File: config.mk
export PLATFORM = sky130hd
export DESIGN_NAME = alu_issue_stage
export DESIGN_NICKNAME = d
export VERILOG_FILES = /design/src/rtl/alu_issue_stage.sv
export SDC_FILE = /design/constraint.sdc
export NUM_CORES = 1
export LEC_CHECK = 0
export BUFFER_PORTS_ARGS = -buffer_cell sky130_fd_sc_hd__clkbuf_2
export CAP_MARGIN = 10
export CORE_ASPECT_RATIO = 1.2
export CORE_MARGIN = 5
export CORE_UTILIZATION = 35
export CTS_CLUSTER_DIAMETER = 200
export DETAILED_ROUTE_END_ITERATION = 7
export PLACE_DENSITY = 0.68
export SETUP_SLACK_MARGIN = 0.15
export SLEW_MARGIN = 20
export SYNTH_ARGS = -nofsm -noshare
export SYNTH_HDL_FRONTEND = slang
export SYNTH_SLANG_ARGS = --single-unit
File: constraint.sdc
create_clock -name clk -period 1.6 [get_ports clk]
set_clock_uncertainty 0.1 [all_clocks]
set_input_delay 0.08 -clock clk [delete_from_list [all_inputs] [get_ports clk]]
set_output_delay 0.08 -clock clk [all_outputs]
set_load 0.02 [all_outputs]
File: src/rtl/alu_issue_stage.sv
// ID/EX issue stage: decodes a MIPS instruction, selects the ALU operands and
// registers them into the EX stage behind a valid/ready handshake with
// stall and flush support.
module alu_issue_stage #(
  parameter int unsigned DATA_W     = 32,
  parameter logic [3:0]  ILLEGAL_OP = 4'b0010
) (
  input  logic              clk,
  input  logic              rst,
  input  logic              flush,
  input  logic              in_valid,
  output logic              in_ready,
  input  logic [31:0]       in_instr,
  input  logic [DATA_W-1:0] in_rs_val,
  input  logic [DATA_W-1:0] in_rt_val,
  output logic              out_valid,
  input  logic              out_ready,
  output logic [DATA_W-1:0] alu_a,
  output logic [DATA_W-1:0] alu_b,
  output logic [3:0]        alu_op,
  output logic [1:0]        AluzeroCtr,
  output logic              is_branch,
  output logic              illegal
);

  typedef enum logic [3:0] {
    ALU_AND  = 4'b0000,
    ALU_OR   = 4'b0001,
    ALU_ADD  = 4'b0010,
    ALU_SUB  = 4'b0110,
    ALU_XOR  = 4'b0111,
    ALU_NOR  = 4'b1100,
    ALU_FSUB = 4'b1110
  } alu_op_e;

  logic [5:0]        opcode;
  logic [4:0]        rt_field;
  logic [5:0]        funct;
  logic [15:0]       imm;
  logic [DATA_W-1:0] imm_se;
  logic [DATA_W-1:0] imm_ze;

  logic [DATA_W-1:0] dec_a;
  logic [DATA_W-1:0] dec_b;
  logic [3:0]        dec_op;
  logic [1:0]        dec_zc;
  logic              dec_br;
  logic              dec_ill;

  logic              transfer;
  logic              unused_rs_field;

  assign opcode   = in_instr[31:26];
  assign rt_field = in_instr[20:16];
  assign funct    = in_instr[5:0];
  assign imm      = in_instr[15:0];
  assign imm_se   = {{(DATA_W-16){imm[15]}}, imm};
  assign imm_ze   = {{(DATA_W-16){1'b0}}, imm};

  // Register indices are resolved upstream; only the values are used here.
  assign unused_rs_field = ^in_instr[25:21];

  assign in_ready = !rst && (!out_valid || out_ready);
  assign transfer = in_valid && in_ready && !flush;

  // Instruction decode and operand selection; defaults describe an illegal op.
  always_comb begin
    dec_a   = in_rs_val;
    dec_b   = in_rt_val;
    dec_op  = ILLEGAL_OP;
    dec_zc  = 2'b00;
    dec_br  = 1'b0;
    dec_ill = 1'b1;
    unique case (opcode)
      6'h00: begin
        dec_ill = 1'b0;
        case (funct)
          6'h20, 6'h21: dec_op = ALU_ADD;
          6'h22, 6'h23: dec_op = ALU_SUB;
          6'h24:        dec_op = ALU_AND;
          6'h25:        dec_op = ALU_OR;
          6'h26:        dec_op = ALU_XOR;
          6'h27:        dec_op = ALU_NOR;
          default: begin
            dec_op  = ILLEGAL_OP;
            dec_ill = 1'b1;
          end
        endcase
      end
      6'h08, 6'h09, 6'h23, 6'h2B: begin
        dec_op  = ALU_ADD;
        dec_b   = imm_se;
        dec_ill = 1'b0;
      end
      6'h0C: begin
        dec_op  = ALU_AND;
        dec_b   = imm_ze;
        dec_ill = 1'b0;
      end
      6'h0D: begin
        dec_op  = ALU_OR;
        dec_b   = imm_ze;
        dec_ill = 1'b0;
      end
      6'h0E: begin
        dec_op  = ALU_XOR;
        dec_b   = imm_ze;
        dec_ill = 1'b0;
      end
      6'h04: begin
        dec_op  = ALU_SUB;
        dec_zc  = 2'b00;
        dec_br  = 1'b1;
        dec_ill = 1'b0;
      end
      6'h05: begin
        dec_op  = ALU_SUB;
        dec_zc  = 2'b01;
        dec_br  = 1'b1;
        dec_ill = 1'b0;
      end
      6'h07: begin
        dec_op  = ALU_SUB;
        dec_b   = '0;
        dec_zc  = 2'b10;
        dec_br  = 1'b1;
        dec_ill = 1'b0;
      end
      6'h06: begin
        dec_op  = ALU_FSUB;
        dec_b   = '0;
        dec_zc  = 2'b11;
        dec_br  = 1'b1;
        dec_ill = 1'b0;
      end
      6'h01: begin
        if (rt_field == 5'd1) begin
          dec_op  = ALU_SUB;
          dec_b   = '0;
          dec_zc  = 2'b11;
          dec_br  = 1'b1;
          dec_ill = 1'b0;
        end else if (rt_field == 5'd0) begin
          dec_op  = ALU_FSUB;
          dec_b   = '0;
          dec_zc  = 2'b10;
          dec_br  = 1'b1;
          dec_ill = 1'b0;
        end
      end
      default: ;
    endcase
  end

  // EX-stage register: reset beats flush, flush beats transfer, stall holds.
  always_ff @(posedge clk) begin
    if (rst) begin
      out_valid  <= 1'b0;
      alu_a      <= '0;
      alu_b      <= '0;
      alu_op     <= '0;
      AluzeroCtr <= '0;
      is_branch  <= 1'b0;
      illegal    <= 1'b0;
    end else if (flush) begin
      out_valid <= 1'b0;
    end else if (transfer) begin
      out_valid  <= 1'b1;
      alu_a      <= dec_a;
      alu_b      <= dec_b;
      alu_op     <= dec_op;
      AluzeroCtr <= dec_zc;
      is_branch  <= dec_br;
      illegal    <= dec_ill;
    end else if (out_valid && out_ready) begin
      out_valid <= 1'b0;
    end
  end

endmodule

## Word level (Yosys, flattened, before mapping)

Index checks and enable logic that the tools add are counted.

- Register bits: 73
- Output and inout bits: 74
- Logic and storage cells: 69

- Equality and inequality tests: 21
- Mux-type cells: 19
- Bitwise operators: 1
- Reduce and logical (&&, ||, !) cells: 21

Operators with widths:

| cell | number |
|---|---|
| case mux 32 bit (4 select lines) | 1 |
| two-way mux 32 bit | 2 |
| equality test 6 bit, second input constant | 10 |
| equality test 6 x 4 -> 1 bit, second input constant | 5 |
| case mux 4 bit (7 select lines) | 1 |
| equality test 6 x 3 -> 1 bit, second input constant | 4 |
| case mux 4 bit (5 select lines) | 1 |
| OR reduction 11 bit | 1 |
| two-way mux 4 bit | 2 |
| case mux 2 bit (4 select lines) | 1 |
| OR reduction 4 bit | 2 |
| OR reduction 8 bit | 1 |
| two-way mux 1 bit | 7 |
| equality test 6 x 1 -> 1 bit, second input constant | 1 |
| zero test 6 bit | 1 |
| OR reduction 2 bit | 3 |
| OR reduction 3 bit | 2 |
| equality test 5 x 1 -> 1 bit, second input constant | 1 |
| zero test 5 bit | 1 |
| logical AND 1 bit | 4 |
| two-way mux 2 bit | 2 |
| zero test 1 bit | 3 |
| case mux 1 bit (3 select lines) | 1 |
| case mux 1 bit (2 select lines) | 1 |
| other kinds (4) | 4 |

## Longest topological paths before layout

Gate-level depths: netlist of the first run.

- Depth in word-level cells: 6
- Depth in mapped cells: 8

## Worst setup path after synthesis of the first run

OpenSTA, ideal clock, no wires.

- Path type: input -> register
- From: in in_instr[29]
- To: reg alu_b[14]
- Arrival: 1335 ps
- Required time: 1359 ps
- Path slack: 24 ps
- Cell stages on the path: 7
- Cell sequence: buf_4 -> nor4b_2 -> and2_1 -> o41ai_4 -> buf_6 -> a221oi_2 -> nor3_2

- Word-level cells in the longest chain between the ends: 3
- Elaborated cells on any way between the ends: 14

RTL lines:

| element | line | text |
|---|---|---|
| from (decl) | 13 | `input logic [31:0] in_instr,` |
| equality test 6 x 4 -> 1 bit, or another cell as far along | 74 | `unique case (opcode)` |
| OR reduction 4 bit, or another cell as far along | 74 |  |
| case mux 32 bit (4 select lines) * | 74 |  |
| to (signal assigned) | 160 | `alu_b <= '0;` |
| to (signal assigned) | 170 | `alu_b <= dec_b;` |
| to (decl) | 19 | `output logic [DATA_W-1:0] alu_b,` |

Every way passes the cells marked *; elsewhere a longest branch is shown, timed or not.
A chain may end at the register's enable or synchronous reset.

## Worst setup path in the final report of the first run

- From: reg out_valid
- To: reg alu_op[3]

- Word-level cells in the longest chain between the ends: 6

RTL lines:

| element | line | text |
|---|---|---|
| from (decl) | 16 | `output logic out_valid,` |
| from (signal assigned) | 158 | `out_valid <= 1'b0;` |
| from (signal assigned) | 166 | `out_valid <= 1'b0;` |
| from (signal assigned) | 168 | `out_valid <= 1'b1;` |
| zero test 1 bit | 63 | `assign in_ready = !rst && (!out_valid \|\| out_ready);` |
| logical OR 1 bit | 63 |  |
| logical AND 1 bit | 63 |  |
| logical AND 1 bit (2 in a row) | 64 | `assign transfer = in_valid && in_ready && !flush;` |
| AND reduction 2 bit (no source line) | -- |  |
| to (signal assigned) | 171 | `alu_op <= dec_op;` |
| to (decl) | 20 | `output logic [3:0] alu_op,` |

Every way passes these cells.

==> summary.md, run 1 <==
| Metric | Value |
|---|---|
| Slew Viols, Final | 0 |
| Total wire length | 11,500 um |
| Die H | 117 um |
| Hold wc startpoint | in_instr[16] |
| Syn_area_per_cell | between 8 and 9 um^2 |
| Highest routed layer | met4 |
| Distinct cells, synth | between 40 and 50 |
| Multi-input logic area | roughly 1800 um^2 |
| First-pass GRT wire length | 18,100 um |
| Synth top area share | between 40% and 50% |
| Pin slew with the least headroom to its limit | ~0.4 ns |
| Gate Count Post-Synth | roughly 380 |
| Final setup viols | 0 |
| Die ar. | 11,700 um^2 |
| Commonest non-fill, non-tap cell in the layout | clkbuf_2 |
| Crit Reg-Reg Startpoint | out_valid |
| EDFF count, synth | 0 |
| Layout area overhead | 66.1% |
| Starting Density | between 30 and 40% |
| Register area share after synthesis | 43.5% |
| Crit path arrival time | ~1.5 ns |
| Worst setup path class | reg2reg |
| Status | complete, no violations |
| Met1 WL | between 4000 and 5000 um |
| CTS tree | yes |
| Root Buffer | clkbuf_16 |
| Dpl cell area | about 4500 um^2 |
| Worst-path fanout max | 7 |
| CP max stage cell | dfxtp_1 |
| Sequential cell area | 1460 um^2 |
| Final net count | between 700 and 800 |
| Hold path cells | 3 |
| HP Class | in2reg |
| Crit-path max cell delay | around 0.32 ns |
| Vias in the first global route | around 3,800 |
| Syn_nets | 478 |
| Clock edge transition at the registers on the reported setup and hold paths | roughly 0.060 ns |
| Clock sink total | 73 |
| #FFs+latches synth | 73 |
| Non-filler cells in the finished layout | 751 |
| Worst slew margin | between 70 and 80% |
| Initial antenna violation count | 0 |
| Post-synth top area cell | dfxtp_1 |
| Worst path required time | 1.72 ns |
| Max-cap violations | 0 |
| CTS Buffer Depth | 2 |
| Met2 wire len | roughly 6000 um |
| Commonest non-fill, non-tap cells in the layout | clkbuf_2 (168), dfxtp_1 (73), dlygate4sd3_1 (73), nand2_1 (71), nor2_1 (47) |
| Top cells by area, synth | dfxtp_1 (43%), nor3_2 (9.5%), nand2_1 (7.9%) |
| Fmax | approximately 700 MHz |
| Hold Fails Final Rpt | 0 |
| IO buf count | roughly 170 |
| GR Overflow Total | 0 |
| Reg2reg path depth | 5 |
| Routed Antenna Nets | 0 |
| Chip Width | approximately 99 um |
| Leakage power | approximately 2.4 nW |
| Fin area | around 5600 um^2 |
| Largest net degree at the start of global routing | 73 |
| Final period util | between 80% and 90% |
| Inst Count DP | roughly 660 |
| CTS buffer count | 9 |
| Share of cells above drive strength 1 | 45.1% |
| Minimum clock period | around 1.4 ns |
| Prevailing post-synth register cell | dfxtp_1 |
| Via count | between 3,000 and 4,000 |
| Worst Hold Path EP | AluzeroCtr[0] |
| Core Footprint | 9470 um^2 |
| CP cell instances | nand2b_1 -> and3_4 -> buf_12 -> nor2_1 -> a22o_1 |
| Synth warnings | 0 |
| Rows | 39 |
| Reg-to-reg setup timing slack | about 0.17 ns |
| Crit path launch type | register |
| Post-DP HPWL | 7400 um |
| Antenna Cells | 0 |
| RSZ-0062 raised after global routing | true |
| Fraction of registers with async set/reset | 0% |
| Fill count | between 700 and 800 |
| R2R Path End | alu_op[3] |
| Iter 0 DRT Violations | 140 |
| Worst setup EP type | register |
| Post-Syn Area | roughly 3400 um^2 |
| Remaining DRCs | 0 |
| Routability Congestion | about 0.83 |
| Peak VDD IR | slightly above 0.5 mV |
| CTS H-tree lvls | 3 |
| Initial DRT Pass Iterations | 6 |
| GRT Util Overall | about a fifth |
| Worst-skew pair later-pin latency | about 0.32 ns |
| Metal3 WL | around 740 um |
| Routed len/inst | approximately 15 um |
| I/O pin count | around 180 |
| Via/cell ratio | between 4 and 5 |
| Power Dens Cells | 867 nW/um^2 |
[worst max-delay path, delay by kind of cell (launching register included)]
kind | cells | cell delay, ns
AND/OR/NAND/NOR | 3 | 0.50
flip-flops | 1 | 0.32
AO/OA/AOI/OAI | 1 | 0.25
buffers and inverters | 1 | 0.14
[cells in the mapped netlist, drive strengths merged (2+ instances only)]
| master | n |
|---|---|
| a211oi | 2 |
| nor2b | 2 |
| nor3 | 37 |
| and2 | 2 |
| a311oi | 2 |
| o21ai | 4 |
| nand2b | 4 |
| a21oi | 50 |
| buf | 18 |
| nand3 | 7 |
| dfxtp | 73 |
| nand2 | 71 |
| a221oi | 17 |
| and3 | 3 |
| clkbuf | 15 |
| or4 | 2 |
| a22o | 2 |
| nor2 | 48 |
| a21boi | 2 |
[stage by stage]
step | TNS, ns | utilization, % | hold slack, ns | power (mW) | worst slack, ns
final | 0 | 59.0 | 0.0129 | 4.84 | 0.173
after global placement | -2.22 | 47.1 | 0.202 | 2.69 | -0.0952
after floorplan | 0 | - | 0.104 | 2.39 | 0.0506
after detailed placement | -2.68 | 47.1 | 0.207 | 2.70 | -0.109
after CTS | 0 | 57.9 | 0.0110 | 4.86 | 0.154
after global routing | 0 | 59.0 | 0.0346 | 5.06 | 0.113
[routing by layer]
layer | up-vias | global-route usage [%]
met5 | - | 0
met4 | 0 | 9.22
met3 | 30 | 4.39
met2 | 150 | 33.4
met1 | 1705 | 20.9
li1 | 1810 | -
[state kept, by name (all words and copies together), names as in the netlist]
signal	count
alu_a	32
alu_b	32
alu_op	4
AluzeroCtr	2
illegal	1
is_branch	1
out_valid	1
[power by group]
group | total (mW) | switching [mW] | internal [mW]
registers | 1.94 | 0.0416 | 1.90
logic | 0.899 | 0.475 | 0.424
clock network | 2.00 | 0.719 | 1.28
total | 4.84 | 1.23 | 3.60
[timing repair]
item                                    in CTS  in global routing
hold buffers                                73                  0
resized for setup                            0                  4
endpoints found under the hold margin       64                  0
endpoints found under the setup margin       0                 26
buffers inserted                             0                  2
[area by class of cell]
class,instances,share of cell area (%)
clock inverter,2,0.672
timing repair buffer,269,34.1
clock buffer,13,4.66
multi-input combinational,271,31.6
sequential,73,26.2
tap,123,2.76
[worst max path at each step]
stage / from / end / slack, ns
floorplan: in_instr[20] / alu_b[14] / 0.05
global placement: in_instr[20] / alu_b[6] / -0.1
detailed placement: in_instr[20] / alu_b[6] / -0.11
CTS: out_valid / alu_b[6] / 0.15
global route: out_valid / alu_op[3] / 0.11
finish: out_valid / alu_op[3] / 0.17
[kinds of logic (layout without fill, tap and decap cells)]
logic type             after synthesis  after routing  synth area share (%)
AND/OR/NAND/NOR                    182            182                  28.9
AO/OA/AOI/OAI                       87             87                  21.5
flip-flops                          73             73                  43.5
buffers and inverters               33            284                  5.62
XOR/XNOR                             2              2                 0.521
No activity file was read; power rests on OpenSTA's default activity.
==> inputs of run 2 (changes only) <==
Settings changed: CORE_MARGIN 5 to not set.
==> run 2 against run 1 <==
Clock-buffer cell count down 4. Register-to-register slack barely moved. Non-clock buffer count grew 6. Clock power is 20% lower. Critical path depth fell by 2. Sequential share of layout area shrank 0.070 points. Critical endpoint is now out_valid.
==> summary.md, run 2 (synthesis gave the netlist of run 1 again) <==
| Metric | Value |
|---|---|
| Worst setup path class | reg2reg (unchanged) |
| Max-cap violations | 0 (unchanged) |
| Clock sink total | 73 (unchanged) |
| Commonest non-fill, non-tap cell in the layout | clkbuf_2 (unchanged) |
| Total wire length | 11,500 um (about the same) |
| Hold WS | 0.0334 ns (was 0.0129 ns) |
| Iter 0 DRT Violations | 182 (was 140) |
| Post-DP HPWL | 6950 um (was 7400 um) |
| Utilization after layout | 61.0% (was 59.0%) |
| GR Overflow Total | 0 (unchanged) |
| Core Footprint | 9180 um^2 (was 9470 um^2) |
| Vias in the first global route | 3,767 (was 3,840) |
| Fmax | 708 MHz (was 701 MHz) |
| Crit path launch type | register (unchanged) |
| Crit-path max cell delay | 0.54 ns (was 0.32 ns) |
| Final net count | 733 (was 725) |
| Status | complete, no violations (unchanged) |
| Commonest non-fill, non-tap cells in the layout | clkbuf_2 (167), dlygate4sd3_1 (81), dfxtp_1 (73), nand2_1 (71), nor2_1 (46) (was clkbuf_2 (168), dfxtp_1 (73), dlygate4sd3_1 (73), nand2_1 (71), nor2_1 (47)) |
| Remaining DRCs | 0 (unchanged) |
| IO buf count | 169 (unchanged) |
| Hold path cells | 3 (unchanged) |
| CP max stage cell | dlygate4sd3_1 (was dfxtp_1) |
| Worst slew margin | 48.9% (was 73.3%) |
| Via/cell ratio | 5.01 (was 4.92) |
| Power Dens Cells | 796 nW/um^2 (was 867 nW/um^2) |
| Worst setup EP type | register (unchanged) |
| GRT Util Overall | 22.3% (was 18.9%) |
| I/O pin count | 175 (unchanged) |
| Initial DRT Pass Iterations | 4 (was 6) |
| Dpl cell area | 4470 um^2 (was 4460 um^2) |
| Rows | 38 (was 39) |
| Die H | 109 um (was 117 um) |
| Metal3 WL | 490 um (was 740 um) |
| HP Class | in2reg (unchanged) |
| Met2 wire len | 5970 um (was 6010 um) |
| Final period util | 88.3% (was 89.2%) |
| RSZ-0062 raised after global routing | true (unchanged) |
| CTS tree | yes (unchanged) |
| Layout area overhead | 66.5% (was 66.1%) |
| CTS H-tree lvls | 3 (unchanged) |
| Leakage power | 2.39 nW (was 2.38 nW) |
| Die ar. | 10,000 um^2 (was 11,700 um^2) |
| Worst-skew pair later-pin latency | 0.35 ns (was 0.32 ns) |
| Setup WS post-layout | 0.187 ns (was 0.173 ns) |
| Clock edge transition at the registers on the reported setup and hold paths | 0.08 ns (was 0.06 ns) |
| Share of cells above drive strength 1 | 45.8% (was 45.1%) |
| Peak VDD IR | 0.521 mV (was 0.510 mV) |
| Worst-path fanout max | 3 (was 7) |
| Regs by FF count | alu_a x32, alu_b x32, alu_op x4 (unchanged) |
| Worst path required time | 1.75 ns (was 1.72 ns) |
| Routed len/inst | 15.2 um (was 15.3 um) |
| First-pass GRT wire length | 17,400 um (was 18,100 um) |
| Largest net degree at the start of global routing | 73 (unchanged) |
| Via count | 3,795 (was 3,695) |
| Crit path arrival time | 1.56 ns (was 1.54 ns) |
| Highest routed layer | met4 (unchanged) |
| Met1 WL | 4620 um (was 4440 um) |
| CTS Buffer Depth | 2 (unchanged) |
| Final setup viols | 0 (unchanged) |
| Fin area | 5600 um^2 (was 5580 um^2) |
| Fill count | 786 (was 795) |
| Pin slew with the least headroom to its limit | 0.758 ns (was 0.401 ns) |
| CTS buffer count | 9 (unchanged) |
| Pre-CTS WS | -0.120 ns (was -0.109 ns) |
| Reg2reg path depth | 3 (was 5) |
| Hold Fails Final Rpt | 0 (unchanged) |
| Routed Antenna Nets | 0 (unchanged) |
| Root Buffer | clkbuf_8 (was clkbuf_16) |
| CP cell instances | nor2b_1 -> o21a_1 -> dlygate4sd3_1 (was nand2b_1 -> and3_4 -> buf_12 -> nor2_1 -> a22o_1) |
| Initial antenna violation count | 1 (was 0) |
| Slew Viols, Final | 0 (unchanged) |
| Routability Congestion | 0.830 (was 0.827) |
| Starting Density | 36.6% (was 35.5%) |
| Chip Width | 91.5 um (was 99.5 um) |
| Total power | 4.46 mW (was 4.84 mW) |
| Minimum clock period | 1.41 ns (was 1.43 ns) |
[run 2: changes by cell type in the layout (fill, tap and decap cells not counted), sizes merged]
cell         delta
a31o            +1
and3            +1
buf             +1
bufinv          +1
clkbuf          -7
clkinv          +4
diode           +1
dlygate4sd3     +8
[run 2: worst paths after layout]
check | endpoint | start | slack, ns
worst max-delay path | out_valid | out_valid | 0.19
worst min-delay path | alu_b[1] | in_instr[1] | 0.03
worst max register to register | out_valid | out_valid | 0.19
worst min register to register | alu_a[17] | alu_a[17] | 0.36
[run 2: critical path, delay by kind of cell (launching register included)]
family          cells  cell delay [ns]
buf+inv             1             0.54
flops               1             0.35
simple gates        1             0.16
compound gates      1             0.16
[run 2: report_power, final]
group | total (mW) | internal, mW | switching (mW)
clock network | 1.60 | 0.877 | 0.719
registers | 1.93 | 1.89 | 0.0409
logic | 0.928 | 0.436 | 0.492
total | 4.46 | 3.21 | 1.25
[run 2: final cells by class]
class	instances	area [um^2]	share of cell area, %
Multi-Input combinational cell	273	1820	32.6
Clock buffer	9	124	2.21
Timing Repair Buffer	275	1940	34.7
Tap cell	120	150	2.68
Antenna cell	1	2.50	0.0447
Sequential cell	73	1460	26.1
Clock inverter	7	95.1	1.70
[run 2: through the flow]
step / instances / TNS, ns
final: 758 / 0
after global routing: 758 / 0
after CTS: 755 / 0
after detailed placement: 658 / -2.66
after global placement: 658 / -2.23
after floorplan: 377 / 0
[run 2: timing repair]
item,CTS,global route
hold buffers,81,0
setup endpoints to repair,0,58
gates resized for setup,0,18
endpoints found under the hold margin,66,0
buffers inserted,0,0
[run 2: per-layer routing]
layer | up-vias | track usage, %
met5 | - | 0
met4 | 0 | 15.3
met3 | 38 | 3.80
met2 | 143 | 40.5
met1 | 1784 | 23.8
li1 | 1830 | -
